===== src/rtl/rob_commit_monitor_pkg.sv =====
// Shared types for the ROB commit monitor: snapshot FSM states, counter bundle
// and the saturating-add helper used by every accumulating counter.
package rob_commit_monitor_pkg;

    localparam int MAX_NUM_OF_COMMITS = 4;
    localparam int CNT_MAX_WIDTH      = 64;

    typedef enum logic {
        SNAP_IDLE = 1'b0,
        SNAP_HOLD = 1'b1
    } snap_state_t;

    typedef logic [CNT_MAX_WIDTH-1:0] cnt_t;

    // Fields are sized for the widest supported counter; the monitor masks them
    // down to its own CNT_WIDTH so the unused upper bits are constant zero.
    typedef struct packed {
        cnt_t commits;
        cnt_t cycles;
        cnt_t stalls;
        cnt_t flushes;
    } cnt_bundle_t;

    function automatic cnt_t sat_add(input cnt_t cur, input cnt_t inc, input cnt_t max);
        logic [CNT_MAX_WIDTH:0] sum;
        sum = {1'b0, cur} + {1'b0, inc};
        if (sum >= {1'b0, max}) begin
            return max;
        end
        return sum[CNT_MAX_WIDTH-1:0];
    endfunction

    function automatic cnt_bundle_t mask_bundle(input cnt_bundle_t b, input cnt_t m);
        cnt_bundle_t r;
        r.commits = b.commits & m;
        r.cycles  = b.cycles  & m;
        r.stalls  = b.stalls  & m;
        r.flushes = b.flushes & m;
        return r;
    endfunction

endpackage


===== src/rtl/rob_commit_monitor_if.sv =====
// Commit/control/snapshot bundle between the ROB-side master and the monitor.
// Optional hist port exists only when COMMIT_HIST_EN is defined.
interface rob_commit_monitor_if
    import rob_commit_monitor_pkg::*;
#(
    parameter int COMMIT_WIDTH = MAX_NUM_OF_COMMITS,
    parameter int CNT_WIDTH    = 32,
    parameter int WINDOW_LOG2  = 6
) ();
    localparam int WC_W = WINDOW_LOG2 + $clog2(COMMIT_WIDTH + 1);

    logic [COMMIT_WIDTH-1:0] commit_valid;
    logic                    flush;
    logic                    enable;
    logic                    clear;
    // Snapshot handshake: snap_req is a level sampled only while idle; once
    // snap_valid is high the snapshot data stays frozen until snap_ack is sampled.
    logic                    snap_req;
    logic                    snap_ack;
    logic                    snap_valid;
    logic [CNT_WIDTH-1:0]    total_commits;
    logic [CNT_WIDTH-1:0]    total_cycles;
    logic [CNT_WIDTH-1:0]    stall_cycles;
    logic [CNT_WIDTH-1:0]    flush_count;
    logic [WC_W-1:0]         window_commits;
    logic                    saturated;
    logic [CNT_WIDTH-1:0]    snap_commits;
    logic [CNT_WIDTH-1:0]    snap_cycles;
    logic [CNT_WIDTH-1:0]    snap_stalls;
    logic [CNT_WIDTH-1:0]    snap_flushes;
    snap_state_t             dbg_snap_state;
`ifdef COMMIT_HIST_EN
    logic [(COMMIT_WIDTH+1)*CNT_WIDTH-1:0] hist;
`endif

    modport master (
        output commit_valid, flush, enable, clear, snap_req, snap_ack,
        input  snap_valid, total_commits, total_cycles, stall_cycles, flush_count,
               window_commits, saturated, snap_commits, snap_cycles, snap_stalls,
               snap_flushes, dbg_snap_state
`ifdef COMMIT_HIST_EN
        , input hist
`endif
    );

    modport slave (
        input  commit_valid, flush, enable, clear, snap_req, snap_ack,
        output snap_valid, total_commits, total_cycles, stall_cycles, flush_count,
               window_commits, saturated, snap_commits, snap_cycles, snap_stalls,
               snap_flushes, dbg_snap_state
`ifdef COMMIT_HIST_EN
        , output hist
`endif
    );

endinterface


===== src/rtl/rob_commit_monitor_commit_popcount.sv =====
// Number of asserted commit lanes; lanes need not be contiguous.
module commit_popcount #(
    parameter int COMMIT_WIDTH = 4
) (
    input  logic [COMMIT_WIDTH-1:0]            i_valid,
    output logic [$clog2(COMMIT_WIDTH+1)-1:0]  o_count
);
    localparam int CNT_W = $clog2(COMMIT_WIDTH + 1);

    always_comb begin
        o_count = '0;
        for (int i = 0; i < COMMIT_WIDTH; i++) begin
            o_count = o_count + CNT_W'(i_valid[i]);
        end
    end

endmodule


===== src/rtl/rob_commit_monitor.sv =====
// ROB commit statistics: saturating live counters, throughput window and a
// req/ack frozen snapshot. Optional per-count histogram under COMMIT_HIST_EN.
module rob_commit_monitor
    import rob_commit_monitor_pkg::*;
#(
    parameter int COMMIT_WIDTH = MAX_NUM_OF_COMMITS,
    parameter int CNT_WIDTH    = 32,
    parameter int WINDOW_LOG2  = 6
) (
    input  logic                 clk,
    input  logic                 reset,
    rob_commit_monitor_if.slave  mon
);
    localparam int   NW      = $clog2(COMMIT_WIDTH + 1);
    localparam int   WC_W    = WINDOW_LOG2 + NW;
    localparam cnt_t CNT_MAX = (cnt_t'(1) << CNT_WIDTH) - cnt_t'(1);

    logic [NW-1:0]          w_n;
    cnt_bundle_t            r_live, r_snap, w_upd, w_live_nxt, w_snap_nxt;
    snap_state_t            r_state, w_state_nxt;
    logic                   w_snap_load;
    logic                   r_sat, w_sat_nxt, w_hit;
    logic [WINDOW_LOG2-1:0] r_timer, w_timer_nxt;
    logic [WC_W-1:0]        r_acc, w_acc_nxt, r_wc, w_wc_nxt;

    commit_popcount #(.COMMIT_WIDTH(COMMIT_WIDTH)) u_popcount (
        .i_valid (mon.commit_valid),
        .o_count (w_n)
    );

    // w_upd is the next live state as if clear were low; snapshots load it.
    always_comb begin
        w_upd = r_live;
        if (mon.enable) begin
            w_upd.commits = sat_add(r_live.commits, cnt_t'(w_n), CNT_MAX);
            w_upd.cycles  = sat_add(r_live.cycles, cnt_t'(1), CNT_MAX);
            w_upd.stalls  = sat_add(r_live.stalls, cnt_t'(w_n == '0), CNT_MAX);
            w_upd.flushes = sat_add(r_live.flushes, cnt_t'(mon.flush), CNT_MAX);
        end
        w_upd      = mask_bundle(w_upd, CNT_MAX);
        w_live_nxt = mon.clear ? '0 : w_upd;
        w_snap_nxt = mask_bundle(w_snap_load ? w_upd : r_snap, CNT_MAX);
    end

    always_comb begin
        w_state_nxt = r_state;
        w_snap_load = 1'b0;
        case (r_state)
            SNAP_IDLE: begin
                if (mon.snap_req) begin
                    w_state_nxt = SNAP_HOLD;
                    w_snap_load = 1'b1;
                end
            end
            SNAP_HOLD: begin
                if (mon.snap_ack) begin
                    w_state_nxt = SNAP_IDLE;
                end
            end
            default: w_state_nxt = SNAP_IDLE;
        endcase
    end

    always_comb begin
        w_timer_nxt = r_timer;
        w_acc_nxt   = r_acc;
        w_wc_nxt    = r_wc;
        if (mon.clear) begin
            w_timer_nxt = '0;
            w_acc_nxt   = '0;
            w_wc_nxt    = '0;
        end else if (mon.enable) begin
            w_timer_nxt = r_timer + WINDOW_LOG2'(1);
            if (r_timer == '1) begin
                w_wc_nxt  = r_acc + WC_W'(w_n);
                w_acc_nxt = '0;
            end else begin
                w_acc_nxt = r_acc + WC_W'(w_n);
            end
        end
    end

`ifdef COMMIT_HIST_EN
    cnt_t r_hist     [COMMIT_WIDTH+1];
    cnt_t w_hist_nxt [COMMIT_WIDTH+1];
    logic w_hist_hit;

    always_comb begin
        w_hist_hit = 1'b0;
        for (int k = 0; k <= COMMIT_WIDTH; k++) begin
            w_hist_nxt[k] = r_hist[k];
            if (mon.enable) begin
                w_hist_nxt[k] = sat_add(r_hist[k], cnt_t'(int'(w_n) == k), CNT_MAX);
            end
            w_hist_nxt[k] = w_hist_nxt[k] & CNT_MAX;
            w_hist_hit    = w_hist_hit | (w_hist_nxt[k] == CNT_MAX);
            if (mon.clear) begin
                w_hist_nxt[k] = '0;
            end
        end
    end

    always_ff @(posedge clk or posedge reset) begin
        if (reset) begin
            for (int k = 0; k <= COMMIT_WIDTH; k++) r_hist[k] <= '0;
        end else begin
            for (int k = 0; k <= COMMIT_WIDTH; k++) r_hist[k] <= w_hist_nxt[k];
        end
    end

    always_comb begin
        mon.hist = '0;
        for (int k = 0; k <= COMMIT_WIDTH; k++) begin
            mon.hist[k*CNT_WIDTH +: CNT_WIDTH] = r_hist[k][CNT_WIDTH-1:0];
        end
    end
`else
    logic w_hist_hit;
    assign w_hist_hit = 1'b0;
`endif

    assign w_hit = (w_upd.commits == CNT_MAX) | (w_upd.cycles == CNT_MAX) |
                   (w_upd.stalls == CNT_MAX) | (w_upd.flushes == CNT_MAX) | w_hist_hit;
    assign w_sat_nxt = mon.clear ? 1'b0 : (r_sat | w_hit);

    always_ff @(posedge clk or posedge reset) begin
        if (reset) begin
            r_live  <= '0;
            r_snap  <= '0;
            r_state <= SNAP_IDLE;
            r_sat   <= 1'b0;
            r_timer <= '0;
            r_acc   <= '0;
            r_wc    <= '0;
        end else begin
            r_live  <= w_live_nxt;
            r_snap  <= w_snap_nxt;
            r_state <= w_state_nxt;
            r_sat   <= w_sat_nxt;
            r_timer <= w_timer_nxt;
            r_acc   <= w_acc_nxt;
            r_wc    <= w_wc_nxt;
        end
    end

    assign mon.total_commits  = r_live.commits[CNT_WIDTH-1:0];
    assign mon.total_cycles   = r_live.cycles[CNT_WIDTH-1:0];
    assign mon.stall_cycles   = r_live.stalls[CNT_WIDTH-1:0];
    assign mon.flush_count    = r_live.flushes[CNT_WIDTH-1:0];
    assign mon.snap_commits   = r_snap.commits[CNT_WIDTH-1:0];
    assign mon.snap_cycles    = r_snap.cycles[CNT_WIDTH-1:0];
    assign mon.snap_stalls    = r_snap.stalls[CNT_WIDTH-1:0];
    assign mon.snap_flushes   = r_snap.flushes[CNT_WIDTH-1:0];
    assign mon.window_commits = r_wc;
    assign mon.saturated      = r_sat;
    assign mon.snap_valid     = (r_state == SNAP_HOLD);
    assign mon.dbg_snap_state = r_state;

endmodule


===== src/flat_wrapper.sv =====
// flat-port wrapper written by rule: the top's interface ports become plain ports
module rob_commit_monitor_flat import rob_commit_monitor_pkg::*;
#(
    parameter int COMMIT_WIDTH = MAX_NUM_OF_COMMITS,
    parameter int CNT_WIDTH    = 32,
    parameter int WINDOW_LOG2  = 6
)
  (clk, reset, mon_commit_valid, mon_flush, mon_enable, mon_clear, mon_snap_req, mon_snap_ack, mon_snap_valid, mon_total_commits, mon_total_cycles, mon_stall_cycles, mon_flush_count, mon_window_commits, mon_saturated, mon_snap_commits, mon_snap_cycles, mon_snap_stalls, mon_snap_flushes, mon_dbg_snap_state);
  rob_commit_monitor_if #(.COMMIT_WIDTH(COMMIT_WIDTH), .CNT_WIDTH(CNT_WIDTH), .WINDOW_LOG2(WINDOW_LOG2)) mon_i ();
  input  logic clk;
  input  logic reset;
  input wire logic [$bits(mon_i.commit_valid)-1:0] mon_commit_valid;
  input wire logic [$bits(mon_i.flush)-1:0] mon_flush;
  input wire logic [$bits(mon_i.enable)-1:0] mon_enable;
  input wire logic [$bits(mon_i.clear)-1:0] mon_clear;
  input wire logic [$bits(mon_i.snap_req)-1:0] mon_snap_req;
  input wire logic [$bits(mon_i.snap_ack)-1:0] mon_snap_ack;
  output wire logic [$bits(mon_i.snap_valid)-1:0] mon_snap_valid;
  output wire logic [$bits(mon_i.total_commits)-1:0] mon_total_commits;
  output wire logic [$bits(mon_i.total_cycles)-1:0] mon_total_cycles;
  output wire logic [$bits(mon_i.stall_cycles)-1:0] mon_stall_cycles;
  output wire logic [$bits(mon_i.flush_count)-1:0] mon_flush_count;
  output wire logic [$bits(mon_i.window_commits)-1:0] mon_window_commits;
  output wire logic [$bits(mon_i.saturated)-1:0] mon_saturated;
  output wire logic [$bits(mon_i.snap_commits)-1:0] mon_snap_commits;
  output wire logic [$bits(mon_i.snap_cycles)-1:0] mon_snap_cycles;
  output wire logic [$bits(mon_i.snap_stalls)-1:0] mon_snap_stalls;
  output wire logic [$bits(mon_i.snap_flushes)-1:0] mon_snap_flushes;
  output wire logic [$bits(mon_i.dbg_snap_state)-1:0] mon_dbg_snap_state;
  assign mon_i.commit_valid = mon_commit_valid;
  assign mon_i.flush = mon_flush;
  assign mon_i.enable = mon_enable;
  assign mon_i.clear = mon_clear;
  assign mon_i.snap_req = mon_snap_req;
  assign mon_i.snap_ack = mon_snap_ack;
  assign mon_snap_valid = mon_i.snap_valid;
  assign mon_total_commits = mon_i.total_commits;
  assign mon_total_cycles = mon_i.total_cycles;
  assign mon_stall_cycles = mon_i.stall_cycles;
  assign mon_flush_count = mon_i.flush_count;
  assign mon_window_commits = mon_i.window_commits;
  assign mon_saturated = mon_i.saturated;
  assign mon_snap_commits = mon_i.snap_commits;
  assign mon_snap_cycles = mon_i.snap_cycles;
  assign mon_snap_stalls = mon_i.snap_stalls;
  assign mon_snap_flushes = mon_i.snap_flushes;
  assign mon_dbg_snap_state = mon_i.dbg_snap_state;
  rob_commit_monitor #(.COMMIT_WIDTH(COMMIT_WIDTH), .CNT_WIDTH(CNT_WIDTH), .WINDOW_LOG2(WINDOW_LOG2)) u_core (.clk(clk), .reset(reset), .mon(mon_i));
endmodule

===== config.mk =====
export PLATFORM = sky130hd
export DESIGN_NAME = rob_commit_monitor_flat
export DESIGN_NICKNAME = d
export VERILOG_FILES = /design/src/rtl/rob_commit_monitor_pkg.sv /design/src/rtl/rob_commit_monitor_if.sv /design/src/rtl/rob_commit_monitor_commit_popcount.sv /design/src/rtl/rob_commit_monitor.sv /design/src/flat_wrapper.sv
export SDC_FILE = /design/constraint.sdc
export NUM_CORES = 1
export LEC_CHECK = 0
export BUFFER_PORTS_ARGS = -buffer_cell sky130_fd_sc_hd__buf_2
export CAP_MARGIN = 15
export CORE_AREA = 5 5 187 189
export CTS_CLUSTER_SIZE = 20
export DETAILED_ROUTE_END_ITERATION = 8
export DIE_AREA = 0 0 192 194
export GPL_TIMING_DRIVEN = 0
export PLACE_DENSITY = 0.73
export SLEW_MARGIN = 10
export SYNTH_ARGS = -nofsm -noshare
export SYNTH_HDL_FRONTEND = slang
export SYNTH_SLANG_ARGS = --single-unit

===== constraint.sdc =====
create_clock -name clk -period 11.2 [get_ports clk]
set_input_delay 2.24 -clock clk [delete_from_list [all_inputs] [get_ports clk]]
set_output_delay 2.24 -clock clk [all_outputs]
set_load 0.1 [all_outputs]

After elaboration in Yosys (flattened, before gate mapping)
Cells that the tools add are included.
Operators by class
  $add $sub $neg: 9
  magnitude comparators: 4
  equality and inequality tests: 5
  mux-type cells: 31
  bitwise operators: 5
  reductions and logical operators: 4
Operators by type and width (count)
  224-bit 2-to-1 mux: 2
  64-bit 2-to-1 mux: 6
  65-bit by 32-bit greater-or-equal comparator with 1-bit output (second input constant): 3
  64-bit by 1-bit adder with 65-bit output: 2
  32-bit equality test (second input constant): 4
  64-bit by 1-bit adder with 65-bit output (second input constant): 1
  32-bit 2-to-1 mux: 2
  9-bit 2-to-1 mux: 6
  32-bit by 3-bit adder with 33-bit output: 1
  33-bit by 32-bit greater-or-equal comparator with 1-bit output (second input constant): 1
  1-bit 2-to-1 mux: 12
  6-bit 2-to-1 mux: 2
  9-bit by 3-bit adder with 9-bit output: 1
  6-bit by 1-bit adder with 6-bit output (second input constant): 1
  6-bit equality test (second input constant): 1
  1-bit bitwise OR: 4
  2-bit nonzero test: 2
  2-bit by 1-bit adder with 3-bit output: 1
  3-bit by 1-bit adder with 3-bit output: 1
  3-bit logical NOT: 1
  1-bit by 1-bit adder with 2-bit output: 1
  1-bit case mux with 2 select lines: 1
  2-bit AND reduction: 1
  1-bit inverter: 1
Storage, ports and cells
  register bits after elaboration: 378
  input bits: 11
  output and inout port bits: 268
  word-level logic and storage cells: 71

Logic depth before layout (Yosys ltp)
Gate-level depths: netlist of the first run.
  depth in word-level cells: 16
  mapped depth: 19
  depth with buffers taken out: 16

Modules after synthesis
Synthesis of the first run repeated with hierarchy kept, for this count alone.
Second synthesis, totals
  cells, all modules: 1941
  area, all modules: 16224.3 µm²
Modules (own cells, without submodules)
  rob_commit_monitor: times used 1, cells an instance 1933, area an instance 16160.5 µm², sequential area each 7056.8 µm²
  commit_popcount: times used 1, cells an instance 8, area an instance 63.8 µm², sequential area each 0.0 µm²

Least setup slack after synthesis of the first run
No wires, ideal clock.
  path type: input-to-reg
  start point: input mon_commit_valid[0]
  end point: register u_core.r_snap, in the netlist u_core.mon.snap_stalls[22]
  library setup time: 0.126 ns
  data arrival time: 6.433 ns
  required time: 11.074 ns
  path slack: 4.641 ns
  stages on the path: 18
  path buffers: 3
  cell sequence: fa_1 ha_1 ha_1 buf_1 nor3_1 ha_1 ha_1 clkbuf_1 nand3_1 nor4_2 nand3_1 xor2_1 a21oi_1 a41o_1 clkbuf_1 nor2_1 a31oi_1 mux2_2
On the way
  word-level cells in the longest chain between the ends: 10
RTL lines
  start, declared: line flat_wrapper.sv:12  | input wire logic [$bits(mon_i.commit_valid)-1:0] mon_commit_valid;
  1-bit by 1-bit adder with 2-bit output (*): line rob_commit_monitor_commit_popcount.sv:13  | o_count = o_count + CNT_W'(i_valid[i]);
  2-bit by 1-bit adder with 3-bit output (*): line rob_commit_monitor_commit_popcount.sv:13
  3-bit by 1-bit adder with 3-bit output (*): line rob_commit_monitor_commit_popcount.sv:13
  3-bit logical NOT (*): line rob_commit_monitor.sv:37  | w_upd.stalls = sat_add(r_live.stalls, cnt_t'(w_n == '0), CNT_MAX);
  64-bit by 1-bit adder with 65-bit output (*): line rob_commit_monitor_pkg.sv:26  | sum = {1'b0, cur} + {1'b0, inc};
  65-bit by 32-bit greater-or-equal comparator with 1-bit output: line rob_commit_monitor_pkg.sv:27  | if (sum >= {1'b0, max}) begin
  1-bit 2-to-1 mux: line rob_commit_monitor_pkg.sv:27
  1-bit 2-to-1 mux: line rob_commit_monitor.sv:34  | if (mon.enable) begin
  64-bit 2-to-1 mux (*): line rob_commit_monitor_pkg.sv:30  | return sum[CNT_MAX_WIDTH-1:0];
  224-bit 2-to-1 mux (*): line rob_commit_monitor.sv:34
  end signal, assigned: line rob_commit_monitor.sv:137  | r_snap <= w_snap_nxt;
  end, declared: line rob_commit_monitor.sv:19  | cnt_bundle_t r_live, r_snap, w_upd, w_live_nxt, w_snap_nxt;
Every way passes the cells marked *; elsewhere a longest branch is shown, timed or not. The select of a mux whose other input is x is not followed.
A chain may end at the register's enable or synchronous reset.

Worst setup path after layout of the first run
  start point: input mon_commit_valid[0]
  end point: register u_core.r_snap, in the netlist u_core.mon.snap_stalls[15]
Same word-level chain as after synthesis.

==> metrics.txt, run 1 <==
status finished clean; mapped cell area about 16,000 sq um; combinational family with the most area after synthesis simple AND/OR/NAND/NOR gates; WP data required between 10,000 and 15,000 ps; synthesized area per cell 8.433 sq um; DRC errors left 0; Core Area 33,110 sq um; post-DR wirelength/cell 23.09 um; HP Class reg2reg; Final Non-Filler Cells 2,714; Slew headroom 24.89%; CTS sink count 282; placed cells 2,661; DR pass1 iterations 6; Synth top cells by count 282 x dfrtp_1, 262 x nand2_1, 214 x nor2_1; io pins 279; worst slack at placement 2952 ps; Data arrival, critical path 8210 ps; # setup viols final 0; kind of critical path in2reg; vias in the first global route ~16,000; FF-to-FF path depth 13; antenna diode count 0; adder-cell area share of the yosys netlist 1.442%; count of cell types in the netlist between 80 and 90; vias 16,662; synth top area cells dfrtp_1 43%, nand2_1 6.0%, nor2_1 4.9%; post_cts resized 0; most numerous cell in the Yosys netlist dfrtp_1; Final HPWL DP ~47 mm; GRT Total Usage 32.59%; Yosys top cell area share ~43%; cell count after synthesis 1,934; mux share of post-synthesis cell area 1.312%; Hold Path Origin u_core.mon.snap_cycles[20]; die span in y approximately 190 um; Yosys warning count 0; CP dominant cell by count ha_1; die width 192 um; family with the most delay on the worst path simple AND/OR/NAND/NOR gates; min Tclk post-route slightly below 8000 ps; Max Cap Viol 0; hold buffer count at CTS 0; Critical R2R Launch u_core.mon.flush_count[0]; largest area contributor in the netlist dfrtp_1; post-CTS setup repair buffer count 0; xor-xnor portion of the synthesized cell area 3.705%; register area share after synthesis 43.27%; Initial Utilization between 40% and 50%; Worst Max-Slew Pin Slew 1127 ps; share of layout cells above drive strength 1 18.53%; VDD IR max between 0.00015 and 0.0002 V; Iter 0 DRT Violations 1,437; top_reg_cell synth dfrtp_1; Synth Area in Compound Gates between 15 and 20%; leakage roughly 8.5 nW; GPL Wtd Cong 0.9941; Fmax 128.8 MHz; Final Hold Fails 0; CTS root buffer clkbuf_16; Synth Net Count 1,962; power density over the cells 149.9 nW/um^2; Hold Path Sink u_core.mon.snap_cycles[20]; Crit-path slowest cell nor4_2; GR Overflow Total 0; post-route antenna net violation count 0; area growth from synthesis to layout 18.73%; CTS buffer count 29; hold path depth 2; hold_ws 469.5 ps; first-pass GRT wire length ~96 mm; reg2reg end u_core.mon.saturated; skew final 9.943 ps; FF+latch count, synth approximately 280; initial antenna violation count 0; crit path max fanout 10; final setup margin 3433 ps; ordered list of cells on the worst path buf_2 -> fa_1 -> ha_1 -> ha_1 -> buf_1 -> nor3_1 -> ha_1 -> ha_1 -> clkbuf_1 -> nand3_1 -> nor4_2 -> nand3_1 -> xor2_1 -> a21oi_1 -> a41o_1 -> clkbuf_1 -> nor2_1 -> a31oi_1 -> mux2_2; Buffers on Ports 277; Post-synth EDFFs 0; Util after Layout between 50 and 60%; Startpoint Class input port; later-pin clock latency in the skew report 570 ps; Post-Route WL 62.66 mm; flop-to-flop setup slack 6040 ps; Synth Area in Simple Gates 27.69%; Power, Total roughly 0.0029 W; CP Capture Type flop; Final Max Slew Viols 0; slowest stage delay, CP 840 ps; Clock H-tree levels 1; Final #Nets 2,273; Buf/Inv on CP 4; Die Area approximately 37,000 sq um; clock-pin slew on the worst setup and hold paths 60 ps; ys async rst share 100.0%; Via density 6.139; largest net degree at the start of global routing 119; CTS tree done; Tcrit/Tclk final 69.35%; RSZ-0062 raised after global routing no; CTS Buffer Depth 3; Site Rows 67
[worst register-to-register path, stage by stage (launching register included)]
cell and delay [ps]:
dfrtp_1 450, ha_1 360, ha_1 250, buf_2 240
nand3_1 280, nor2_1 640, nand4_1 610, nand2_1 210
mux2i_1 120, a2111oi_0 650, nand4_1 270, a211o_1 270
or4_1 580, o211ai_2 140
[flip-flops by register name, indices dropped and copies added, names as in the netlist]
signal	cells
u_core.mon.snap_cycles	32
u_core.mon.snap_flushes	32
u_core.mon.snap_commits	32
u_core.mon.total_commits	32
u_core.mon.window_commits	9
u_core.mon.snap_stalls	32
u_core.mon.total_cycles	32
u_core.mon.stall_cycles	32
u_core.mon.saturated	1
u_core.mon.dbg_snap_state	1
u_core.mon.flush_count	32
u_core.r_timer	6
u_core.r_acc	9
[final cells by class]
cell class                      count  area [sq um]
Inverter                           28         112.6
Clock inverter                      9         152.6
Multi-Input combinational cell   1476          8524
Sequential cell                   282          7057
Timing Repair Buffer              280          1456
Tap cell                          448         560.5
Clock buffer                       43         878.3
Buffer                            148         623.1
Fill cell                        3077         13750
[cells by family (layout without fill, tap and decap cells)]
kind of cell	Yosys count	count (layout)
adder cells (fa/ha/maj)	17	17
AND/OR/NAND/NOR	891	891
multiplexers	21	21
AO/OA/AOI/OAI	478	478
buffers and inverters	176	508
XOR/XNOR	69	69
flip-flops	282	282
[cells in the final DEF, fill, tap and decap left out, types with 20 or more instances in the layout]
cell type  instances
a21oi_1           74
a31oi_1           47
and2_1            20
and3_1            33
buf_2            309
clkbuf_1         103
clkbuf_16         29
dfrtp_1          282
inv_1             27
nand2_1          262
nand3_1           92
nand4_1           81
nor2_1           214
nor3_1            46
nor4_1            27
o21ai_0          153
o21ai_1           36
o22ai_1           38
xnor2_1           39
xor2_1            30
[routing by layer]
layer	share of wire [%]	vias up	global-route usage, %
met2	46	735	51.00
met1	42	8142	44.83
met5	0	-	0
li1	-	7632	-
met4	4.1	0	13.02
met3	7.7	153	6.158
[metrics by stage]
stage | area (sq um) | setup TNS [ps]
2_1_floorplan | 16310 | 0
3_3_place_gp | 18260 | -420480
3_5_place_dp | 18320 | 0
4_1_cts | 19350 | 0
5_1_grt | 19360 | 0
6_report | 19360 | 0
[worst max-delay path by stage]
stage	from	endpoint	slack, ps	cells after the start
global placement	reset	u_core.mon.snap_cycles[18]	-1530	2
finish	mon_commit_valid[0]	u_core.mon.snap_stalls[15]	3430	19
detailed placement	mon_commit_valid[0]	u_core.mon.snap_stalls[15]	2950	19
floorplan	reset	u_core.mon.dbg_snap_state	1180	1
global route	mon_commit_valid[0]	u_core.mon.snap_stalls[15]	3170	19
CTS	mon_commit_valid[0]	u_core.mon.snap_stalls[15]	3540	19
[power by group]
group	switching, W	total [W]	internal [W]
clock network	0.000410	0.00104	0.000631
registers	0.0000455	0.00112	0.00107
logic	0.000630	0.000741	0.000111
total	0.00109	0.00290	0.00182
Note: power is estimated with default switching activity, not from simulation.
==> inputs of run 2 (changes only) <==
==> constraint.sdc (replaced) <==
create_clock -name clk -period 7.8 [get_ports clk]
set_input_delay 1.56 -clock clk [delete_from_list [all_inputs] [get_ports clk]]
set_output_delay 1.56 -clock clk [all_outputs]
set_load 0.1 [all_outputs]
==> run 2 against run 1 <==
Compared with the run above:
- critical path depth stayed put
- clock skew rose by 13 ps
- largest cell class unchanged
- core utilization grew 0.27 points
- clock power up 42%
- highest routed layer is now met5
- cell count rose by 0.33%
- flip-flop and latch count stayed put
- global-route usage up 0.63 points
==> metrics.txt, run 2 (synthesis gave the netlist of run 1 again) <==
CTS buffer count 30 (+3.4%); DR pass1 iterations 6 (unchanged); largest net degree at the start of global routing 41 (-66%); HP Class reg2reg; Via density 6.197 (+0.94%); NetSw 0.001581 W (+46%); later-pin clock latency in the skew report 590 ps (+20 ps); Tcrit/Tclk final 89.32%; kind of critical path in2reg; VDD IR max 0.0002294 V (+46%); Net Sw Frac 37.92% (+0.52 points); Placed Area 18,440 sq um (+0.68%); GR Overflow Total 0 (unchanged); Pint 0.002587 W (+42%); Final HPWL DP 48.42 mm (+3.2%); post-route antenna net violation count 0 (unchanged); share of layout cells above drive strength 1 18.59% (+0.059 points); GPL Wtd Cong 0.9639 (-3.0%); Final Max Slew Viols 0 (unchanged); Worst Max-Slew Pin Slew 1170 ps (+43.44 ps); CP Capture Type flop; Seq pwr share 38.6% (about the same); Data arrival, critical path 7440 ps (-770 ps); Buffers on Ports 277 (unchanged); die span in y 194 um (unchanged); CTS Buffer Depth 3 (unchanged); Initial Utilization 49.25% (unchanged); power density over the cells 214.2 nW/um^2 (+43%); status finished clean; leakage 8.578 nW (+0.34%); logic gate share of total power 25.8% (+0.3 points); CTS sink count 282 (unchanged); Max Cap Viol 0 (unchanged); crit path max fanout 10 (unchanged); WP data required 8270 ps (-3380 ps); initial antenna violation count 1 (+1); Startpoint Class input port; vias 16,874 (+1.3%); Fmax ~140 MHz; Clk pwr share 35.6% (-0.3 points); min Tclk post-route 6967 ps; Design Area, Final 19,450 sq um (+0.47%); post-DR wirelength/cell 23.34 um (+1.1%); CTS root buffer clkbuf_16; post-CTS setup repair buffer count 0 (unchanged); antenna diode count 0 (unchanged); io pins 279 (unchanged); most frequent cells in the layout 309 x buf_2, 282 x dfrtp_1, 262 x nand2_1, 214 x nor2_1, 153 x o21ai_0; CP dominant cell by count ha_1; Clock H-tree levels 1 (unchanged); Die Area 37,250 sq um (unchanged); slowest stage delay, CP 710 ps (-130 ps); post_cts resized 0 (unchanged); DRC errors left 0 (unchanged); CTS tree done; vias in the first global route 16,227 (+0.59%); area growth from synthesis to layout 19.29%; first-pass GRT wire length 97.78 mm (+1.3%); Power, Total 0.004168 W (+44%); Final #Nets 2,280 (+0.31%); RSZ-0062 raised after global routing no; Iter 0 DRT Violations 1,496 (+4.1%); Core Area 33,110 sq um (unchanged); skew final 23.34 ps (+13.40 ps); clock-pin slew on the worst setup and hold paths 60 ps (about the same); Crit-path slowest cell nor4_2; hold buffer count at CTS 0 (unchanged); GRT Total Usage 33.22% (+0.63 points); Post-Route WL 63.55 mm (+1.4%); Final Hold Fails 0 (unchanged); die width 192 um (unchanged); # setup viols final 0 (unchanged); setup TNS 0 ps (unchanged); Site Rows 67 (unchanged); ordered list of cells on the worst path buf_2 -> fa_1 -> ha_1 -> ha_1 -> buf_1 -> nor3_1 -> ha_1 -> ha_1 -> clkbuf_1 -> nand3_1 -> nor4_2 -> nand3_1 -> xor2_1 -> a21oi_1 -> a41o_1 -> clkbuf_1 -> nor2_1 -> a31oi_1 -> mux2_2; most common cell after layout, fill and taps aside buf_2; Slew headroom 21.14% (-3.7 points)
## run 2: changes by cell type in the layout (fill, tap and decap cells not counted), sizes merged
cell      previous run  this run
clkbuf             146       147
buf                325       331
clkinvlp             0         2
clkinv               3         6
inv                 30        27
## run 2: power groups by stage
stage | Combinational, W | Clock [W] | Sequential (W)
2_1_floorplan | 0.000262 | 0 | 0.00219
3_3_place_gp | 0.00105 | 0 | 0.00163
3_5_place_dp | 0.00107 | 0 | 0.00163
4_1_cts | 0.00107 | 0.00150 | 0.00161
5_1_grt | 0.00112 | 0.00157 | 0.00162
6_report | 0.00107 | 0.00148 | 0.00161
## run 2: layer usage
metal  wire length (um)  vias up  global-route usage [%]
li1                   -     7670                       -
met1              26280     8206                   45.43
met2              29260      849                   52.38
met3               5286      147                   6.176
met4               2715        2                   13.21
met5                 10        -                       0
## run 2: worst paths after layout
| check | start | end | slack, ps | cells after the start |
|---|---|---|---|---|
| max | mon_commit_valid[0] | u_core.mon.snap_stalls[15] | 830 | 19 |
| min | u_core.mon.snap_flushes[2] | u_core.mon.snap_flushes[2] | 470 | 2 |
| max reg2reg | u_core.mon.flush_count[0] | u_core.mon.saturated | 2540 | 13 |
| min reg2reg | u_core.mon.snap_flushes[2] | u_core.mon.snap_flushes[2] | 470 | 2 |
| max in group asynchronous | reset | u_core.mon.total_commits[26] | 5690 | 6 |
| min in group asynchronous | reset | u_core.mon.snap_flushes[12] | 930 | 2 |
## run 2: critical path, delay by kind of cell
kind	cells	cell delay, ps
compound gates	3	620
xor+xnor	1	160
fa+ha+maj	5	1480
buf+inv	4	870
mux	1	340
simple gates	5	2390
## run 2: area by class of cell
class                           count  area (sq um)
Clock buffer                       44         843.3
Tap cell                          448         560.5
Timing Repair Buffer              286          1569
Buffer                            148         623.1
Multi-Input combinational cell   1476          8524
Sequential cell                   282          7057
Inverter                           28         108.9
Fill cell                        3074         13660
Clock inverter                     11         168.9
## run 2: metrics by stage
stage                     std cells  utilization [%]  hold slack [ps]  setup slack, ps
after floorplan                1934                -            456.3             1921
after global placement         2659            55.14            455.9            252.9
after detailed placement       2668            55.70            464.4            230.0
after CTS                      2723            58.75            478.1            830.7
after global routing           2723            58.75            496.7            491.3
final                          2723            58.75            474.4            833.2
